--- config.mk ---
export PLATFORM = sky130hd
export DESIGN_NAME = keypad_scanner
export DESIGN_NICKNAME = d
export VERILOG_FILES = /design/src/rtl/keypad_scanner.sv
export SDC_FILE = /design/constraint.sdc
export NUM_CORES = 1
export LEC_CHECK = 0
export BUFFER_PORTS_ARGS = -buffer_cell sky130_fd_sc_hd__buf_2
export CAP_MARGIN = 20
export CORE_MARGIN = 5
export CORE_UTILIZATION = 54
export CTS_CLUSTER_DIAMETER = 50
export CTS_CLUSTER_SIZE = 24
export DETAILED_ROUTE_END_ITERATION = 7
export GPL_TIMING_DRIVEN = 0
export PLACE_DENSITY = 0.84
export SLEW_MARGIN = 20
export SYNTH_ARGS = -nofsm -noshare
export SYNTH_HDL_FRONTEND = slang
export SYNTH_SLANG_ARGS = --single-unit
--- constraint.sdc ---
create_clock -name clk -period 2.1 [get_ports clk]
set_clock_uncertainty 0.2 [all_clocks]
set_input_delay 0.105 -clock clk [delete_from_list [all_inputs] [get_ports clk]]
set_output_delay 0.105 -clock clk [all_outputs]
set_load 0.03 [all_outputs]
--- src/rtl/keypad_scanner.sv ---
// rtl/keypad_scanner.sv - 4x4 matrix keypad scanner with press/release debounce
module keypad_scanner #(
    parameter int SCAN_CYCLES     = 4800,
    parameter int DEBOUNCE_CYCLES = 960000
) (
    input  logic       clk,
    input  logic       reset,
    input  logic [3:0] rows,
    output logic [3:0] cols,
    output logic [3:0] key_code,
    output logic       key_valid,
    output logic       key_held
);

    localparam int DW = $clog2(SCAN_CYCLES);
    localparam int BW = $clog2(DEBOUNCE_CYCLES);
    localparam logic [DW-1:0] DWELL_LAST = DW'(SCAN_CYCLES - 1);
    localparam logic [BW-1:0] DEB_LAST   = BW'(DEBOUNCE_CYCLES - 1);

    typedef enum logic [2:0] {
        S_SCAN,
        S_DEBOUNCE,
        S_PRESSED,
        S_HOLD,
        S_RELEASE
    } state_t;

    state_t          state, state_n;
    logic [3:0]      rows_m, rows_s;
    logic [1:0]      ci, ci_n;
    logic [1:0]      ri, ri_n;
    logic [DW-1:0]   dwell, dwell_n;
    logic [BW-1:0]   deb, deb_n;
    logic [3:0]      code_n;
    logic            valid_n;
    logic            held_n;
    logic            row_up;

    function automatic logic [1:0] lowest_low(input logic [3:0] r);
        if (!r[0])      lowest_low = 2'd0;
        else if (!r[1]) lowest_low = 2'd1;
        else if (!r[2]) lowest_low = 2'd2;
        else            lowest_low = 2'd3;
    endfunction

    function automatic logic [3:0] key_map(input logic [1:0] r, input logic [1:0] c);
        case ({r, c})
            4'b00_00: key_map = 4'h1;
            4'b00_01: key_map = 4'h2;
            4'b00_10: key_map = 4'h3;
            4'b00_11: key_map = 4'hA;
            4'b01_00: key_map = 4'h4;
            4'b01_01: key_map = 4'h5;
            4'b01_10: key_map = 4'h6;
            4'b01_11: key_map = 4'hB;
            4'b10_00: key_map = 4'h7;
            4'b10_01: key_map = 4'h8;
            4'b10_10: key_map = 4'h9;
            4'b10_11: key_map = 4'hC;
            4'b11_00: key_map = 4'hE;
            4'b11_01: key_map = 4'h0;
            4'b11_10: key_map = 4'hF;
            default:  key_map = 4'hD;
        endcase
    endfunction

    // Only the latched row is ever examined once a key is locked
    assign row_up = rows_s[ri];

    always_comb begin
        state_n = state;
        ci_n    = ci;
        ri_n    = ri;
        dwell_n = '0;
        deb_n   = (deb == DEB_LAST) ? deb : deb + BW'(1);
        code_n  = key_code;
        valid_n = 1'b0;
        held_n  = key_held;
        case (state)
            S_SCAN: begin
                deb_n = '0;
                if (dwell == DWELL_LAST) begin
                    if (rows_s != 4'hF) begin
                        ri_n    = lowest_low(rows_s);
                        state_n = S_DEBOUNCE;
                    end else begin
                        ci_n = ci + 2'd1;
                    end
                end else begin
                    dwell_n = dwell + DW'(1);
                end
            end
            S_DEBOUNCE: begin
                if (row_up)
                    state_n = S_SCAN;
                else if (deb == DEB_LAST)
                    state_n = S_PRESSED;
            end
            S_PRESSED: begin
                code_n  = key_map(ri, ci);
                valid_n = 1'b1;
                held_n  = 1'b1;
                state_n = S_HOLD;
            end
            S_HOLD: begin
                deb_n = '0;
                if (row_up)
                    state_n = S_RELEASE;
            end
            S_RELEASE: begin
                if (!row_up) begin
                    deb_n   = '0;
                    state_n = S_HOLD;
                end else if (deb == DEB_LAST) begin
                    held_n  = 1'b0;
                    ci_n    = ci + 2'd1;
                    state_n = S_SCAN;
                end
            end
            default: state_n = S_SCAN;
        endcase
    end

    always_ff @(posedge clk or negedge reset) begin
        if (!reset) begin
            state     <= S_SCAN;
            rows_m    <= 4'hF;
            rows_s    <= 4'hF;
            ci        <= 2'd0;
            ri        <= 2'd0;
            dwell     <= '0;
            deb       <= '0;
            cols      <= 4'b1110;
            key_code  <= 4'h0;
            key_valid <= 1'b0;
            key_held  <= 1'b0;
        end else begin
            state     <= state_n;
            rows_m    <= rows;
            rows_s    <= rows_m;
            ci        <= ci_n;
            ri        <= ri_n;
            dwell     <= dwell_n;
            deb       <= deb_n;
            cols      <= ~(4'b0001 << ci_n);
            key_code  <= code_n;
            key_valid <= valid_n;
            key_held  <= held_n;
        end
    end

endmodule

======== Word-level counts from Yosys, hierarchy flattened ========
Memory sizes are Yosys's and may differ from the RTL's. A register that Yosys moved wholly into a read port is not among the register bits.
Cells that the tools add are included.
word-level totals
  word-level logic and storage cells ...... 65
  register bits ........................... 54
  memories ................................ 1
  memory bits (read-only) ................. 64
  output and inout bits ................... 10
memories
  name              depth  bits a word  read ports  clocked after Yosys merged registers in  wr ports  RTL line  text
  (name not given)  16     4            1           1                                        0         47        case ({r, c})
operators by class
  shift-type cells ........................ 1
  order comparisons ....................... 1
  add/subtract/negate cells ............... 3
  bitwise logic cells ..................... 1
  reduce and logical (&&, ||, !) cells .... 7
  multiplexer cells ....................... 27
  equal/unequal tests ..................... 14
operators with widths
  operator                 number
  $mux W20                 2
  $pmux W20 S2             1
  $mux W13                 2
  $mux W3                  7
  $add A20 B1 Y20 const B  1
  $eq A20 B20 Y1 const B   1
  $pmux W3 S5              1
  $add A13 B1 Y13 const B  1
  $eq A13 B13 Y1 const B   1
  $mux W2                  6
  $ne A2 B2 Y1 const B     5
  $eq A3 B2 Y1 const B     2
  $ne A3 B3 Y1 const B     2
  $reduce_and A3 Y1        2
  $mux W1                  5
  $reduce_and A5 Y1        1
  $ne A4 B4 Y1 const B     1
  $not A4 Y4               1
  $pmux W2 S2              1
  $shl A1 B2 Y4 const A    1
  $eq A3 B1 Y1 const B     1
  $eq A3 B3 Y1 const B     1
  $logic_not A3 Y1         1
  $lt A2 B3 Y1 const B     1
  other kinds (6)          6

======== Longest topological paths before layout ========
  depth in word-level cells ............... 6
  gate-level depth with buffers ........... 7
  mapped depth without buffers ............ 6

======== Worst setup path before layout ========
OpenSTA, ideal clock, no wires.
  path kind ............................... reg-to-reg
  from .................................... register deb[11]
  to ...................................... register cols[1]
  library setup time ...................... 0.075 ns
  cell stages (with the launch flop) ...... 6
  data arrival time ....................... 1.723 ns
  data required time ...................... 1.825 ns
  slack ................................... 0.102 ns
  path through ............................ dfrtp_1 > or4b_4 > nor4_4 > nand2_4 > o21ai_4 > mux2i_1
on the way
  cells in the longest elaborated chain, start to end .. 6
RTL lines
  element                 RTL line  text
  from (decl)             33        logic [BW-1:0] deb, deb_n;
  from (signal assigned)  144       deb <= deb_n;
  $eq A20 B20 Y1          114       end else if (deb == DEB_LAST) begin
  $mux W2                 114
  $mux W2                 111       if (!row_up) begin
  $pmux W2 S2             79        case (state)
  $shl A1 B2 Y4           145       cols <= ~(4'b0001 << ci_n);
  $not A4 Y4              145
  to (signal assigned)    145
  to (decl)               9         output logic [3:0] cols,
No other way between the ends.
A chain may end at the register's enable or synchronous reset.

======== Final worst setup path ========
  from .................................... register deb[12]
  to ...................................... register cols[3]
Same word-level chain as after synthesis.

==> metrics.md <==
| Metric | Value |
|---|---|
| Clock Latency Late Sink | roughly 340 ps |
| Rel. slew slack | 0.5316 |
| Final #Nets | 328 |
| Final Max Slew Viols | 0 |
| Slowest-stage cell, CP | or4b_4 |
| Wire length per cell | 14.40 um |
| Vias in the first global route | 2150 |
| CTS buffer count | 9 |
| Area leader, netlist | dfrtp_1 |
| Port bufs | 15 |
| Pre-antenna DRT Iters | 4 |
| Clk root buf | clkbuf_8 |
| Post-Syn Nets | 292 |
| Post-synth EDFFs | 0 |
| Clk pwr share | 0.505 |
| Worst slew pin tran | between 700 and 800 ps |
| Diode count | 0 |
| Site Rows | 26 |
| DR iter-0 viols | approximately 110 |
| Max Fclk | 479.0 MHz |
| DR vias | between 2000 and 2500 |
| Seq cells post-synth | 58 |
| Num ports | 16 |
| Power Internal | 1.909 mW |
| Syn-to-layout area delta | 18.19% |
| Synth cell count leaders | dfrtp_1 (47), nor2_1 (38), nand2_1 (22) |
| First-pass GRT wire length | 9832 um |
| CTS tree | built |
| Crit end category | flop |
| Max clock buf depth | 2 |
| Finished Cell Area | 3398 sq um |
| Grt ovf | 0 |
| Detailed Route WL | 5616 um |
| Synth Warn # | 0 |
| CP Data Required Time | 2160 ps |
| Share of layout cells above drive strength 1 | 0.2281 |
| GR Util All Layers | 0.1751 |
| Vias per inst | 5.692 |
| Asr flop ratio synth | 1.000 |
| Core Region | 5140 sq um |
| Register area share after synthesis | 0.5096 |
| Top-count cell post-synth | dfrtp_1 |
| Pwr/cell area | 700.7 nW/um^2 |
| Leakage Power | 1.507 nW |
| Largest stage delay, worst path | 560 ps |
| Critical path fanouts, max | 4 |
| Final setup violation count | 0 |
| # DRC | 0 |
| Avg Cell Area, Syn | 10.31 sq um |
| Post-synth top flop | dfrtp_1 |
| Die extent in y | 82.97 um |
| Layout Utilization | 0.6611 |
| Hold path startpoint | rows_m[3]$_DFF_PN1_ |
| Die W | between 80 and 90 um |
| Seq pwr share | 0.478 |
| Synth top area share | 0.4091 |
| WS Path Type | flop to flop |
| Crit path time final | 2088 ps |
| Routability Congestion | 0.7869 |
| RSZ-0062 raised after global routing | true |
| Worst vdd ir | roughly 0.37 mV |
| Pin count of the biggest net entering global routing | 59 |
| Combinational share of power | 0.017 |
| Reg2reg start | deb[12]$_DFF_PN0_ |
| CTS clk-pin slew, worst paths | approximately 70 ps |
| Post-DRT Antenna Nets | 0 |
| CP startpoint | deb[12]$_DFF_PN0_ |
| Dpl hpwl | 3678 um |
| H-tree Lvls | 3 |
| Crit path DAT | 2150 ps |
| Pre-CTS WS | -106.0 ps |
| Status | completed |
| Initial Utilization | 0.5594 |
| Fin crit share | 0.9942 |
| Worst Hold Class | flop to flop |
| Synth top area cells | dfrtp_1 (41%), dfstp_2 (10%), nor2_1 (5.0%) |
| Post-Syn Instances | 279 |
| Slack of the critical path | 12.18 ps |
| Synth cell types | 49 |
| Hold_ws | 150.7 ps |
| Placed inst area | a little over 3000 sq um |
| Sw power | 472.4 uW |
| Mapped cell area | 2875 sq um |
| Startpoint Class | flop |
| Sw Share | 0.1984 |
| Max-Cap Viols | 0 |
| Final hold violations | 0 |
| Crit-path cells | or4b_4, nor4_4, nand4_1, a21o_1, o22a_1 |
| Die area | 6884 sq um |
| # clock sinks | 58 |
| Initial antenna violation count | 0 |
-- cells by family after synthesis --
kind of cell,Yosys count,synth area share
simple gates,121,0.2267
fa+ha+maj,7,0.03046
xor+xnor,25,0.07615
mux,8,0.03307
compound gates,44,0.09705
flops,58,0.5096
buf+inv,16,0.02698
-- worst max-delay path, delay by kind of cell, from the launching register on --
kind | cells | cell delay (ps)
compound gates | 2 | 420
simple gates | 3 | 980
flops | 1 | 410
-- flip-flops by register name, summed over array words and instances, names as in the netlist, 2 cells and up --
signal and count:
ci 2, cols 4, deb 20, dwell 13, key_code 4, ri 2, rows_m 4, rows_s 4
state 3
-- cell type report --
type,instances,area (sq um)
multi-input cells,205,1356
clock buffers,12,165.2
fillers,383,1742
flip-flops and latches,58,1468
clock inverters,4,72.57
plain buffers,9,53.80
inverters,7,30.03
repair buffers,25,165.2
well taps,70,87.58
-- cells in the final DEF, fill, tap and decap left out, types with 6 or more instances in the layout --
cell and count:
a21oi_1 19, nor2_1 38, nand4_1 7, nand2_1 22, nand3_1 18, o21ai_0 8
dfstp_2 11, dfrtp_1 45, ha_1 7, inv_1 6, clkbuf_8 12, xnor2_1 10
buf_4 6, xor2_1 15, buf_2 16
-- metal layers --
layer	track usage	up-vias	routed length (um)
met5	0	-	0
met4	0.05944	0	59
met3	0.06535	8	224
met2	0.2901	36	2845
met1	0.2097	1116	2486
li1	-	1060	-
-- power by group through the flow --
stage                     clock [mW]  combinational, mW  sequential (mW)
after CTS                       1.21             0.0400             1.14
final                           1.20             0.0403             1.14
after global placement             0             0.0322             1.16
after detailed placement           0             0.0326             1.16
after global routing            1.26             0.0471             1.14
after floorplan                    0            0.00553             1.16
-- per-stage QoR --
| step | total power [mW] | TNS, ps | cells |
|---|---|---|---|
| final | 2.381 | 0 | 390 |
| after global routing | 2.447 | -264.4 | 390 |
| after CTS | 2.392 | -139.6 | 389 |
| after detailed placement | 1.190 | -310.2 | 364 |
| after global placement | 1.188 | -196.9 | 364 |
| after floorplan | 1.161 | 0 | 279 |
-- path summary, 6_finish.rpt --
| kind | endpoint | slack (ps) | cells past startpoint |
|---|---|---|---|
| min in group asynchronous | ri[1]$_DFFE_PN0P_ | 160 | 2 |
| min | rows_s[3]$_DFF_PN1_ | 150 | 0 |
| min reg2reg | rows_s[3]$_DFF_PN1_ | 150 | 0 |
| max reg2reg | cols[3]$_DFF_PN1_ | 10 | 5 |
| max in group asynchronous | deb[11]$_DFF_PN0_ | 1030 | 2 |
| max | cols[3]$_DFF_PN1_ | 10 | 5 |
-- what timing repair did --
item / CTS / global route
pin swaps: 5 / 2
endpoints found under the setup margin: 7 / 30
buffers inserted: 4 / 1
hold buffers: 5 / 0
gates resized for setup: 3 / 8
hold endpoints to repair: 51 / 0
(Power assumes the default switching activity.)
